<file path="src/rtl/morse_player_pkg.sv">
// Shared types and constants for the Morse player sequencer.
// Opcode and state encodings plus the unit multipliers used to size
// the on/off periods.
package morse_pkg;

  typedef enum logic [1:0] {
    OP_SPC = 2'b00,
    OP_DAH = 2'b01,
    OP_DIT = 2'b10,
    OP_END = 2'b11
  } op_e;

  typedef enum logic [2:0] {
    IDLE,
    FETCH,
    DECODE,
    EMIT,
    GAP
  } state_e;

  localparam int DIT_UNITS = 1;
  localparam int DAH_UNITS = 3;
  localparam int SPC_UNITS = 1;

  // Length of a period in clock cycles, computed wide so 3*DIT_CYCLES never overflows
  function automatic longint unsigned unit_ticks(input int units, input int dit_cycles);
    return longint'(units) * longint'(dit_cycles);
  endfunction

endpackage

</file>
<file path="src/rtl/morse_player_if.sv">
// Host-side bundle of the Morse player: program write port, playback
// control and status. The host/config block is the master.
interface morse_player_if #(
  parameter int AW = 8
);
  logic          wr_en;
  logic [AW-1:0] wr_addr;
  logic [1:0]    wr_data;
  logic          start;
  logic          stop;
  logic          loop;
  logic          emitter;
  logic          busy;
  logic          done;
  logic [AW-1:0] pc;

  modport master (
    output wr_en, wr_addr, wr_data, start, stop, loop,
    input  emitter, busy, done, pc
  );

  modport slave (
    input  wr_en, wr_addr, wr_data, start, stop, loop,
    output emitter, busy, done, pc
  );
endinterface

</file>
<file path="src/rtl/morse_player_unit_timer.sv">
// Loadable down-counter timing the on/off periods of the player.
// expire is high while the count sits at zero; the counter never wraps.
module morse_unit_timer #(
  parameter int TW = 4
) (
  input  logic          clk,
  input  logic          rst,
  input  logic          clear,
  input  logic          load,
  input  logic          en,
  input  logic [TW-1:0] value,
  output logic          expire
);

  logic [TW-1:0] count;

  // Clear beats load, load beats counting down
  always_ff @(posedge clk or posedge rst) begin
    if (rst) begin
      count <= '0;
    end else if (clear) begin
      count <= '0;
    end else if (load) begin
      count <= value;
    end else if (en && (count != '0)) begin
      count <= count - TW'(1);
    end
  end

  assign expire = (count == '0);

endmodule

</file>
<file path="src/rtl/morse_player.sv">
// Morse player: runtime-loaded program of 2-bit opcodes played out on
// the emitter key with unit-timed on/off periods.
// Optional feature macro: MORSE_PLAYER_GAP_EN inserts one unit of
// silence after every DIT/DAH before moving to the next symbol.
module morse_player
  import morse_pkg::*;
#(
  parameter int DIT_CYCLES = 50000000,
  parameter int DEPTH      = 256,
  parameter int AW         = $clog2(DEPTH)
) (
  input logic           clk,
  input logic           rst,
  morse_player_if.slave bus
);

  localparam longint unsigned DAH_TICKS = unit_ticks(DAH_UNITS, DIT_CYCLES);
  localparam int TW = $clog2(DAH_TICKS);
  localparam logic [TW-1:0] DIT_LOAD = TW'(unit_ticks(DIT_UNITS, DIT_CYCLES) - 1);
  localparam logic [TW-1:0] DAH_LOAD = TW'(DAH_TICKS - 1);
  localparam logic [TW-1:0] SPC_LOAD = TW'(unit_ticks(SPC_UNITS, DIT_CYCLES) - 1);
`ifdef MORSE_PLAYER_GAP_EN
  localparam logic [TW-1:0] GAP_LOAD = TW'(unit_ticks(DIT_UNITS, DIT_CYCLES) - 1);
`endif
  localparam logic [AW-1:0] LAST_ADDR = AW'(DEPTH - 1);

  logic [1:0]    mem [DEPTH];
  state_e        state;
  op_e           op;
  logic [AW-1:0] pc;
  logic          emitter_q;
  logic          busy_q;
  logic          done_q;
  logic          produced;

  logic          timer_clear;
  logic          timer_load;
  logic          timer_en;
  logic [TW-1:0] timer_value;
  logic          timer_expire;
  logic          gap_next;
  logic          step_done;
  logic          at_end;

  // Program memory: writes are accepted in every state and are not reset
  always_ff @(posedge clk) begin
    if (bus.wr_en) begin
      mem[bus.wr_addr] <= bus.wr_data;
    end
  end

  // Timer control and end-of-symbol / end-of-program detection
  always_comb begin
    timer_clear = bus.stop && (state != IDLE);
    timer_en    = (state == EMIT) || (state == GAP);
    timer_load  = 1'b0;
    timer_value = DIT_LOAD;
    gap_next    = 1'b0;
`ifdef MORSE_PLAYER_GAP_EN
    gap_next    = (state == EMIT) && timer_expire && (op != OP_SPC);
`endif
    if ((state == DECODE) && (op != OP_END)) begin
      timer_load = 1'b1;
      case (op)
        OP_DAH:  timer_value = DAH_LOAD;
        OP_SPC:  timer_value = SPC_LOAD;
        default: timer_value = DIT_LOAD;
      endcase
    end
`ifdef MORSE_PLAYER_GAP_EN
    if (gap_next) begin
      timer_load  = 1'b1;
      timer_value = GAP_LOAD;
    end
`endif
    step_done = ((state == EMIT) && timer_expire && !gap_next) ||
                ((state == GAP) && timer_expire);
    at_end    = ((state == DECODE) && (op == OP_END)) ||
                (step_done && (pc == LAST_ADDR));
  end

  morse_unit_timer #(
    .TW(TW)
  ) u_timer (
    .clk    (clk),
    .rst    (rst),
    .clear  (timer_clear),
    .load   (timer_load),
    .en     (timer_en),
    .value  (timer_value),
    .expire (timer_expire)
  );

  // Playback sequencer: stop aborts from any state, program end loops or completes
  always_ff @(posedge clk or posedge rst) begin
    if (rst) begin
      state     <= IDLE;
      op        <= OP_SPC;
      pc        <= '0;
      emitter_q <= 1'b0;
      busy_q    <= 1'b0;
      done_q    <= 1'b0;
      produced  <= 1'b0;
    end else begin
      done_q <= 1'b0;
      if (bus.stop) begin
        state     <= IDLE;
        pc        <= '0;
        emitter_q <= 1'b0;
        busy_q    <= 1'b0;
      end else if (at_end) begin
        emitter_q <= 1'b0;
        pc        <= '0;
        if (bus.loop && produced) begin
          state <= FETCH;
        end else begin
          state  <= IDLE;
          busy_q <= 1'b0;
          done_q <= 1'b1;
        end
      end else begin
        case (state)
          IDLE: begin
            if (bus.start) begin
              pc       <= '0;
              produced <= 1'b0;
              busy_q   <= 1'b1;
              state    <= FETCH;
            end
          end
          FETCH: begin
            op        <= op_e'(mem[pc]);
            emitter_q <= 1'b0;
            state     <= DECODE;
          end
          DECODE: begin
            emitter_q <= (op != OP_SPC);
            produced  <= 1'b1;
            state     <= EMIT;
          end
          EMIT: begin
            if (timer_expire) begin
              emitter_q <= 1'b0;
              if (gap_next) begin
                state <= GAP;
              end else begin
                pc    <= pc + AW'(1);
                state <= FETCH;
              end
            end
          end
          GAP: begin
            if (timer_expire) begin
              pc    <= pc + AW'(1);
              state <= FETCH;
            end
          end
          default: begin
            state  <= IDLE;
            busy_q <= 1'b0;
          end
        endcase
      end
    end
  end

  assign bus.emitter = emitter_q;
  assign bus.busy    = busy_q;
  assign bus.done    = done_q;
  assign bus.pc      = pc;

endmodule

</file>
<file path="src/flat_wrapper.sv">
// flat-port wrapper written by rule: the top's interface ports become plain ports
module morse_player_flat import morse_pkg::*;
#(
  parameter int DIT_CYCLES = 50000000,
  parameter int DEPTH      = 256,
  parameter int AW         = $clog2(DEPTH)
)
  (clk, rst, bus_wr_en, bus_wr_addr, bus_wr_data, bus_start, bus_stop, bus_loop, bus_emitter, bus_busy, bus_done, bus_pc);
  morse_player_if #(.AW(AW)) bus_i ();
  input logic clk;
  input logic rst;
  input wire logic [$bits(bus_i.wr_en)-1:0] bus_wr_en;
  input wire logic [$bits(bus_i.wr_addr)-1:0] bus_wr_addr;
  input wire logic [$bits(bus_i.wr_data)-1:0] bus_wr_data;
  input wire logic [$bits(bus_i.start)-1:0] bus_start;
  input wire logic [$bits(bus_i.stop)-1:0] bus_stop;
  input wire logic [$bits(bus_i.loop)-1:0] bus_loop;
  output wire logic [$bits(bus_i.emitter)-1:0] bus_emitter;
  output wire logic [$bits(bus_i.busy)-1:0] bus_busy;
  output wire logic [$bits(bus_i.done)-1:0] bus_done;
  output wire logic [$bits(bus_i.pc)-1:0] bus_pc;
  assign bus_i.wr_en = bus_wr_en;
  assign bus_i.wr_addr = bus_wr_addr;
  assign bus_i.wr_data = bus_wr_data;
  assign bus_i.start = bus_start;
  assign bus_i.stop = bus_stop;
  assign bus_i.loop = bus_loop;
  assign bus_emitter = bus_i.emitter;
  assign bus_busy = bus_i.busy;
  assign bus_done = bus_i.done;
  assign bus_pc = bus_i.pc;
  morse_player #(.DIT_CYCLES(DIT_CYCLES), .DEPTH(DEPTH), .AW(AW)) u_core (.clk(clk), .rst(rst), .bus(bus_i));
endmodule
</file>
<file path="config.mk">
export PLATFORM = sky130hd
export DESIGN_NAME = morse_player_flat
export DESIGN_NICKNAME = d
export VERILOG_FILES = /design/src/rtl/morse_player_pkg.sv /design/src/rtl/morse_player_if.sv /design/src/rtl/morse_player_unit_timer.sv /design/src/rtl/morse_player.sv /design/src/flat_wrapper.sv
export SDC_FILE = /design/constraint.sdc
export NUM_CORES = 1
export LEC_CHECK = 0
export ABC_CLOCK_PERIOD_IN_PS = 7200
export BUFFER_PORTS_ARGS = -buffer_cell sky130_fd_sc_hd__buf_4
export CAP_MARGIN = 10
export CORE_ASPECT_RATIO = 1.25
export CORE_MARGIN = 3
export CORE_UTILIZATION = 40
export DETAILED_ROUTE_END_ITERATION = 10
export GPL_TIMING_DRIVEN = 0
export PLACE_DENSITY = 0.67
export SYNTH_ARGS = -nofsm -noshare
export SYNTH_HDL_FRONTEND = slang
export SYNTH_HIERARCHICAL = 1
export SYNTH_SLANG_ARGS = --single-unit
</file>
<file path="constraint.sdc">
create_clock -name clk -period 7.2 [get_ports clk]
set_clock_uncertainty 0.2 [all_clocks]
set_input_delay 0.72 -clock clk [delete_from_list [all_inputs] [get_ports clk]]
set_output_delay 0.72 -clock clk [all_outputs]
set_load 0.05 [all_outputs]
</file>
* After elaboration in Yosys (flattened, before gate mapping)
Memory sizes are Yosys's and may differ from the RTL's. A register that Yosys moved wholly into a read port is not among the register bits.
Index checks and enable logic that the tools add are counted.
** Storage, ports and cells
- Output and inout port bits :: 11
- Latch bits :: 0
- Bits in read-only memories :: 0
- Bits in registers :: 43
- Logic and storage cells :: 87
- RAM bits :: 512
- Input port bits :: 16
- Memories kept :: 1
** Memory list
- u_core.mem :: depth 256, width 2, read ports 1, clocked after memory_dff 1, wr ports 1, RTL line morse_player.sv:27 : logic [1:0] mem [DEPTH];
** Operators by class
- Eq/ne operators :: 14
- Add/subtract/negate cells :: 2
- Div/mod/pow operators :: 0
- Bitwise logic cells :: 2
- Shifts and indexed selects :: 0
- Multiply operators :: 0
- Muxes and demuxes :: 33
- Reductions and logical operators :: 28
- $lt $le $gt $ge :: 0
** Operators with widths (number)
- 2-to-1 mux 28 bit :: 5
- 2-to-1 mux 8 bit :: 4
- logical NOT 28 bit :: 1
- nonzero test 28 bit :: 1
- subtractor 28 x 1 -> 28 bit, second input constant :: 1
- case mux 8 bit (2 select lines) :: 1
- 2-to-1 mux 1 bit :: 15
- 2-to-1 mux 3 bit :: 4
- case mux 3 bit (4 select lines) :: 1
- AND reduction 3 bit :: 3
- adder 8 x 1 -> 8 bit, second input constant :: 1
- equality test 8 bit, second input constant :: 1
- logical AND 1 bit :: 8
- equality test 3 x 2 -> 1 bit, second input constant :: 2
- nonzero test 3 bit :: 2
- nonzero test 5 bit :: 1
- != test 2 bit, second input constant :: 2
- != test 4 x 1 -> 1 bit, second input constant :: 1
- != test 4 x 2 -> 1 bit, second input constant :: 1
- != test 4 x 3 -> 1 bit, second input constant :: 1
- case mux 1 bit (2 select lines) :: 2
- AND reduction 2 bit :: 2
- AND reduction 4 bit :: 1
- nonzero test 2 bit :: 2
- 13 further kinds :: 16

* Depth between registers and ports, before layout
- Depth after elaboration :: 7
- Gate-level depth with buffers :: 14

* Modules after synthesis
The synthesis kept the hierarchy.
** Modules (own cells, without submodules)
- morse_player :: area an instance 22126.2 um^2, times used 1, cells an instance 1350
- morse_unit_timer :: area an instance 1970.6 um^2, times used 1, cells an instance 224

* Least setup slack after synthesis
No wires, ideal clock.
- Path kind :: register -> register
- Start :: reg u_core.u_timer.count[0]
- End :: reg u_core.pc[4] (netlist: u_core/bus.pc[4])
- Required time :: 6.917 ns
- Clock period less this slack :: 3.323 ns
- Data arrival time :: 3.040 ns
- Stages on the path, launching flop included :: 15
- Path slack :: 3.877 ns
- Cell sequence :: dfrtp_1 > inv_1 > ha_1 > or4b_4 > or3b_4 > nor2_1 > and4_4 > a41oi_4 > nor2b_1 > buf_2 > and2_1 > clkbuf_1 > nor2_1 > nand2_1 > o21ai_0
** On the way
- Longest elaborated chain between the ends :: 7
- Elaborated cells between the ends (all ways) :: 12
- Those cells by class :: eq/ne: 2; mux: 2; reduce/logical: 8
** Ends and longest elaborated chain
- start: declaration :: RTL line morse_player_unit_timer.sv:15 : logic [TW-1:0] count;
- start signal: assignment :: RTL line morse_player_unit_timer.sv:24 : count <= value;
- start signal: assignment :: RTL line morse_player_unit_timer.sv:26 : count <= count - TW'(1);
- logical NOT 28 bit (*) :: RTL line morse_player_unit_timer.sv:30 : assign expire = (count == '0);
- named net u_core.timer_expire :: RTL line morse_player.sv:40 : logic timer_expire;
- logical AND 1 bit (on tied branches) :: RTL line morse_player.sv:76, morse_player.sv:77
- logical OR 1 bit :: RTL line morse_player.sv:76 : step_done = ((state == EMIT) && timer_expire && !gap_next) ||
- logical AND 1 bit :: RTL line morse_player.sv:79 : (step_done && (pc == LAST_ADDR));
- logical OR 1 bit :: RTL line morse_player.sv:78 : at_end = ((state == DECODE) && (op == OP_END)) ||
- != test 4 x 1 -> 1 bit (no source line), or another cell as far along
- AND reduction 3 bit (no source line) or 2-to-1 mux 8 bit (tied branches)
- end signal: assignment :: RTL line morse_player.sv:147 : pc <= pc + AW'(1);
- end signal: assignment :: RTL line morse_player.sv:154 : pc <= pc + AW'(1);
- end: declaration :: RTL line morse_player.sv:30 : logic [AW-1:0] pc;
Mark *: on every way through the listed nets, which the timed path passes. The rest lies on a longest branch.
A chain may end at the register's enable or synchronous reset.

* Worst setup path in the final report
- Start :: reg u_core.u_timer.count[0]
- End :: reg u_core.pc[6] (netlist: u_core/bus.pc[6])
Same word-level chain as after synthesis.

==> impl_results.html <==
<table>
<tr><th>Metric</th><th>Value</th></tr>
<tr><th colspan="2">Outcome</th></tr>
<tr><td>Result of the run</td><td>finished clean</td></tr>
<tr><th colspan="2">STA</th></tr>
<tr><td>Peak clock frequency supported by timing</td><td>255 MHz</td></tr>
<tr><td>Transition at the pin with the smallest max-transition slack</td><td>1.14 ns</td></tr>
<tr><td>Worst slew slack as a fraction of its limit</td><td>24.1%</td></tr>
<tr><td>Tmin final</td><td>3.92 ns</td></tr>
<tr><td>Total setup violations reported at the end of the flow</td><td>0</td></tr>
<tr><td>Total negative slack</td><td>0 ns</td></tr>
<tr><td>Total count of hold-check failures in the final report</td><td>0</td></tr>
<tr><td>Period utilisation layout</td><td>54.4%</td></tr>
<tr><td>Unrepaired setup endpoints after global routing</td><td>false</td></tr>
<tr><td>Worst hold margin</td><td>approximately 0.13 ns</td></tr>
<tr><td>Fin. max-slew vios</td><td>0</td></tr>
<tr><th colspan="2">Global routing</th></tr>
<tr><td>Global-route wire length before repair</td><td>just under 100000 um</td></tr>
<tr><td>GRT overflow</td><td>0</td></tr>
<tr><td>Total routing resource utilization after global routing</td><td>between 20% and 30%</td></tr>
<tr><td>Largest net degree at the start of global routing</td><td>around 160</td></tr>
<tr><td>Via count of the first global-routing pass</td><td>~15000</td></tr>
<tr><td>Initial antenna violation count</td><td>2</td></tr>
<tr><th colspan="2">Power and ir drop</th></tr>
<tr><td>VDD IR max</td><td>roughly 160 uV</td></tr>
<tr><td>Relative contribution of the clock network to total power</td><td>between 30% and 40%</td></tr>
<tr><td>Leakage power figure</td><td>roughly 8.2 nW</td></tr>
<tr><td>Power density of the placed cells</td><td>between 200 and 300 nW/um^2</td></tr>
<tr><td>Final total power</td><td>between 7 and 8 mW</td></tr>
<tr><td>Combinational power share</td><td>approximately a tenth</td></tr>
<tr><td>Internal power of the cells</td><td>5.43 mW</td></tr>
<tr><td>Switching power summed over all nets</td><td>between 1.5 and 2 mW</td></tr>
<tr><td>Switching Share</td><td>24.8%</td></tr>
<tr><td>Sequential Power Share</td><td>about half</td></tr>
<tr><th colspan="2">Die</th></tr>
<tr><td>Area of the core</td><td>just under 60000 um^2</td></tr>
<tr><td>Ports</td><td>27</td></tr>
<tr><td>Die extent in y</td><td>around 280 um</td></tr>
<tr><td>Full die area</td><td>between 60000 and 70000 um^2</td></tr>
<tr><td>Effective utilization at floorplan</td><td>around two fifths</td></tr>
<tr><td>Site row count</td><td>99</td></tr>
<tr><td>Horizontal die dimension</td><td>around 230 um</td></tr>
<tr><th colspan="2">Clock network</th></tr>
<tr><td>Worst-case clock buffer depth</td><td>3</td></tr>
<tr><td>Cell at the root of the clock tree</td><td>clkbuf_16</td></tr>
<tr><td>Quantity of gates resized following cts</td><td>0</td></tr>
<tr><td>Clock Latency Late Sink</td><td>0.59 ns</td></tr>
<tr><td>Clock tree from TritonCTS</td><td>built</td></tr>
<tr><td>Number of clock sinks</td><td>556</td></tr>
<tr><td>Clock-pin slew reported for the worst setup and hold paths after clock tree synthesis</td><td>0.06 ns</td></tr>
<tr><td>Total clock buffers created by CTS</td><td>52</td></tr>
<tr><td>Depth of the CTS H-tree</td><td>2</td></tr>
<tr><th colspan="2">Setup path</th></tr>
<tr><td>Data arrival time at the worst-slack endpoint</td><td>4.20 ns</td></tr>
<tr><td>Delay of the slowest cell on the worst path</td><td>slightly above 0.5 ns</td></tr>
<tr><td>Type of destination of the critical path</td><td>flop</td></tr>
<tr><td>Worst Setup Path Type</td><td>reg2reg</td></tr>
<tr><td>Most prevalent standard cell on the critical path</td><td>nor2_1</td></tr>
<tr><td>Critical path peak fanout</td><td>9</td></tr>
<tr><td>CP startpoint kind</td><td>flop</td></tr>
<tr><td>List of cells traversed by the critical path</td><td>inv_1 -&gt; ha_1 -&gt; or4b_4 -&gt; or3b_4 -&gt; nor2_1 -&gt; and4_4 -&gt; a41oi_4 -&gt; nor2b_1 -&gt; buf_2 -&gt; and2_1 -&gt; clkbuf_1 -&gt; nor2_1 -&gt; nand2_1 -&gt; o21ai_0</td></tr>
<tr><td>Critical path's slowest cell</td><td>or4b_4</td></tr>
<tr><td>Data required, critical path</td><td>7.48 ns</td></tr>
<tr><td>Reg2reg setup slack</td><td>roughly 3.3 ns</td></tr>
<tr><th colspan="2">Final layout</th></tr>
<tr><td>Synthesis-to-finish area growth</td><td>12.4%</td></tr>
<tr><td>Number of nets in the final layout</td><td>~1700</td></tr>
<tr><td>Final cell count without fillers</td><td>between 2000 and 2500</td></tr>
<tr><td>Non-Filler Cell Area, Final</td><td>approximately 27000 um^2</td></tr>
<tr><td>Most common library cell in the layout ignoring fill and taps</td><td>edfxtp_1</td></tr>
<tr><td>Layout cells sized above 1</td><td>between 10% and 20%</td></tr>
<tr><td>Commonest cells after routing, fill and taps aside</td><td>edfxtp_1 (512), nor2_1 (311), mux4_2 (120), clkbuf_1 (75), nand3_1 (62)</td></tr>
<tr><td>Antenna diodes</td><td>0</td></tr>
<tr><th colspan="2">Detailed routing</th></tr>
<tr><td>Wirelength, routed</td><td>about 67000 um</td></tr>
<tr><td>Post-DRT Antenna Nets</td><td>0</td></tr>
<tr><td>Via total after detailed routing</td><td>between 15000 and 20000</td></tr>
<tr><td>Average via count per standard cell</td><td>6.09</td></tr>
<tr><td>Number of DRC violations after detailed routing</td><td>0</td></tr>
<tr><td>Number of detailed-route iterations in the first pass</td><td>5</td></tr>
<tr><td>First-iteration detailed-routing DRC count</td><td>2010</td></tr>
<tr><td>Average routed wire per standard cell</td><td>about 27 um</td></tr>
<tr><th colspan="2">Synthesis</th></tr>
<tr><td>EDFF count, synth</td><td>approximately 510</td></tr>
<tr><td>Cell Area, Synth</td><td>between 20000 and 25000 um^2</td></tr>
<tr><td>Synth warn</td><td>6</td></tr>
<tr><td>Synth Register Bits</td><td>~560</td></tr>
<tr><td>Mean post-synth cell area</td><td>~15 um^2</td></tr>
<tr><td>Synth async-reset ratio</td><td>under 10%</td></tr>
<tr><td>Mapped Cells</td><td>1574</td></tr>
<tr><td>Post-synth cell types</td><td>79</td></tr>
<tr><td>Top_reg_cell synth</td><td>edfxtp_1</td></tr>
<tr><td>Share of the yosys chip area belonging to registers</td><td>68.4%</td></tr>
<tr><th colspan="2">Place</th></tr>
<tr><td>DP HPWL</td><td>approximately 45000 um</td></tr>
<tr><td>Inst Count DP</td><td>between 2000 and 2500</td></tr>
<tr><td>Number of I/O port buffers</td><td>21</td></tr>
<tr><td>Instance area after placement</td><td>about 25000 um^2</td></tr>
<tr><td>Last weighted congestion value of the routability-driven placer</td><td>0.910</td></tr>
<tr><th colspan="2">Run</th></tr>
<tr><td>Max-cap check violation count</td><td>0</td></tr>
<tr><th colspan="2">Min path</th></tr>
<tr><td>Path category of the worst min-delay check</td><td>in2reg</td></tr>
</table>
## final cells by class
cell class                 instances  area [um^2]
fill                            5100        31900
tap                              757          947
inverter                          19         71.3
timing repair buffer              25          265
multi-input combinational        909         7050
sequential                       556        16500
clock buffer                      62         1360
clock inverter                    35          332
buffer                           110          574
## worst paths after layout
kind / cells past startpoint / start / to
max reg2reg: 14 / u_core/u_timer/count[0] / u_core/bus.pc[6]
max: 14 / u_core/u_timer/count[0] / u_core/bus.pc[6]
min in group asynchronous: 3 / rst / u_core/u_timer/count[10]
max in group asynchronous: 3 / rst / u_core/bus.pc[5]
min: 2 / bus_stop / u_core/state[0]
min reg2reg: 2 / u_core/bus.emitter / u_core/bus.emitter
## registers in the layout, summed over array words and instances, names as in the netlist
signal / cells
u_core/bus.pc: 8
u_core/bus.busy: 1
u_core/bus.emitter: 1
u_core/produced: 1
u_core/op: 2
u_core/mem: 512
u_core/bus.done: 1
u_core/u_timer/count: 28
u_core/state: 2
## metal layers
| metal | vias to the layer above | GRT usage (%) | wire length, um |
|---|---|---|---|
| met5 | - | 0 | 40 |
| met4 | 4 | 8.98 | 3050 |
| met3 | 157 | 3.75 | 6090 |
| met2 | 822 | 36.8 | 33800 |
| met1 | 7771 | 26.5 | 24200 |
| li1 | 6301 | - | - |
## synth_stat cells (17+ instances only)
cell type | instances | area share [%]
a21oi_1 | 21 | 0.44
a22oi_1 | 28 | 0.87
buf_2 | 19 | 0.39
clkbuf_1 | 66 | 1.0
dfrtp_1 | 44 | 4.6
edfxtp_1 | 512 | 64
inv_1 | 17 | 0.26
mux2i_1 | 23 | 0.96
mux4_2 | 120 | 11
nand2_1 | 55 | 0.86
nand3_1 | 62 | 1.3
nand4_1 | 18 | 0.47
nor2_1 | 311 | 4.8
nor2b_1 | 22 | 0.57
o21ai_0 | 28 | 0.58
## power by group through the flow
stage	sequential [mW]	clock [mW]	combinational, mW
floorplan	3.74	0	0.508
global placement	3.76	0	0.720
detailed placement	3.75	0	0.747
CTS	3.69	2.79	0.752
global route	3.70	2.92	0.844
finish	3.69	2.75	0.769
## worst max-delay path: cells and delay by family (launching register included)
family / cells / cell delay (ns)
AOI/OAI and AO/OA: 2 / 0.35
adders and majority gates: 1 / 0.16
buffers and inverters: 3 / 0.45
DFF: 1 / 0.42
and+or+nand+nor: 8 / 2.24
## through the flow
stage	setup WS, ns	util, %
2_1_floorplan	3.88	-
3_3_place_gp	3.40	42.9
3_5_place_dp	3.35	43.0
4_1_cts	3.32	45.9
5_1_grt	3.06	45.9
6_report	3.28	45.9
## timing repair
action                    in CTS  in global routing
setup buffers                  0                  0
hold endpoints to repair       0                  3
hold buffers                   0                  1
## kinds of logic after synthesis
| logic type | share of synthesized area [%] |
|---|---|
| flops | 68.4 |
| simple gates | 10.5 |
| compound gates | 5.05 |
| mux | 12.6 |
| buf+inv | 2.68 |
| fa+ha+maj | 0.415 |
| xor+xnor | 0.291 |
| other cells | 0.0312 |
(Power assumes the default switching activity.)
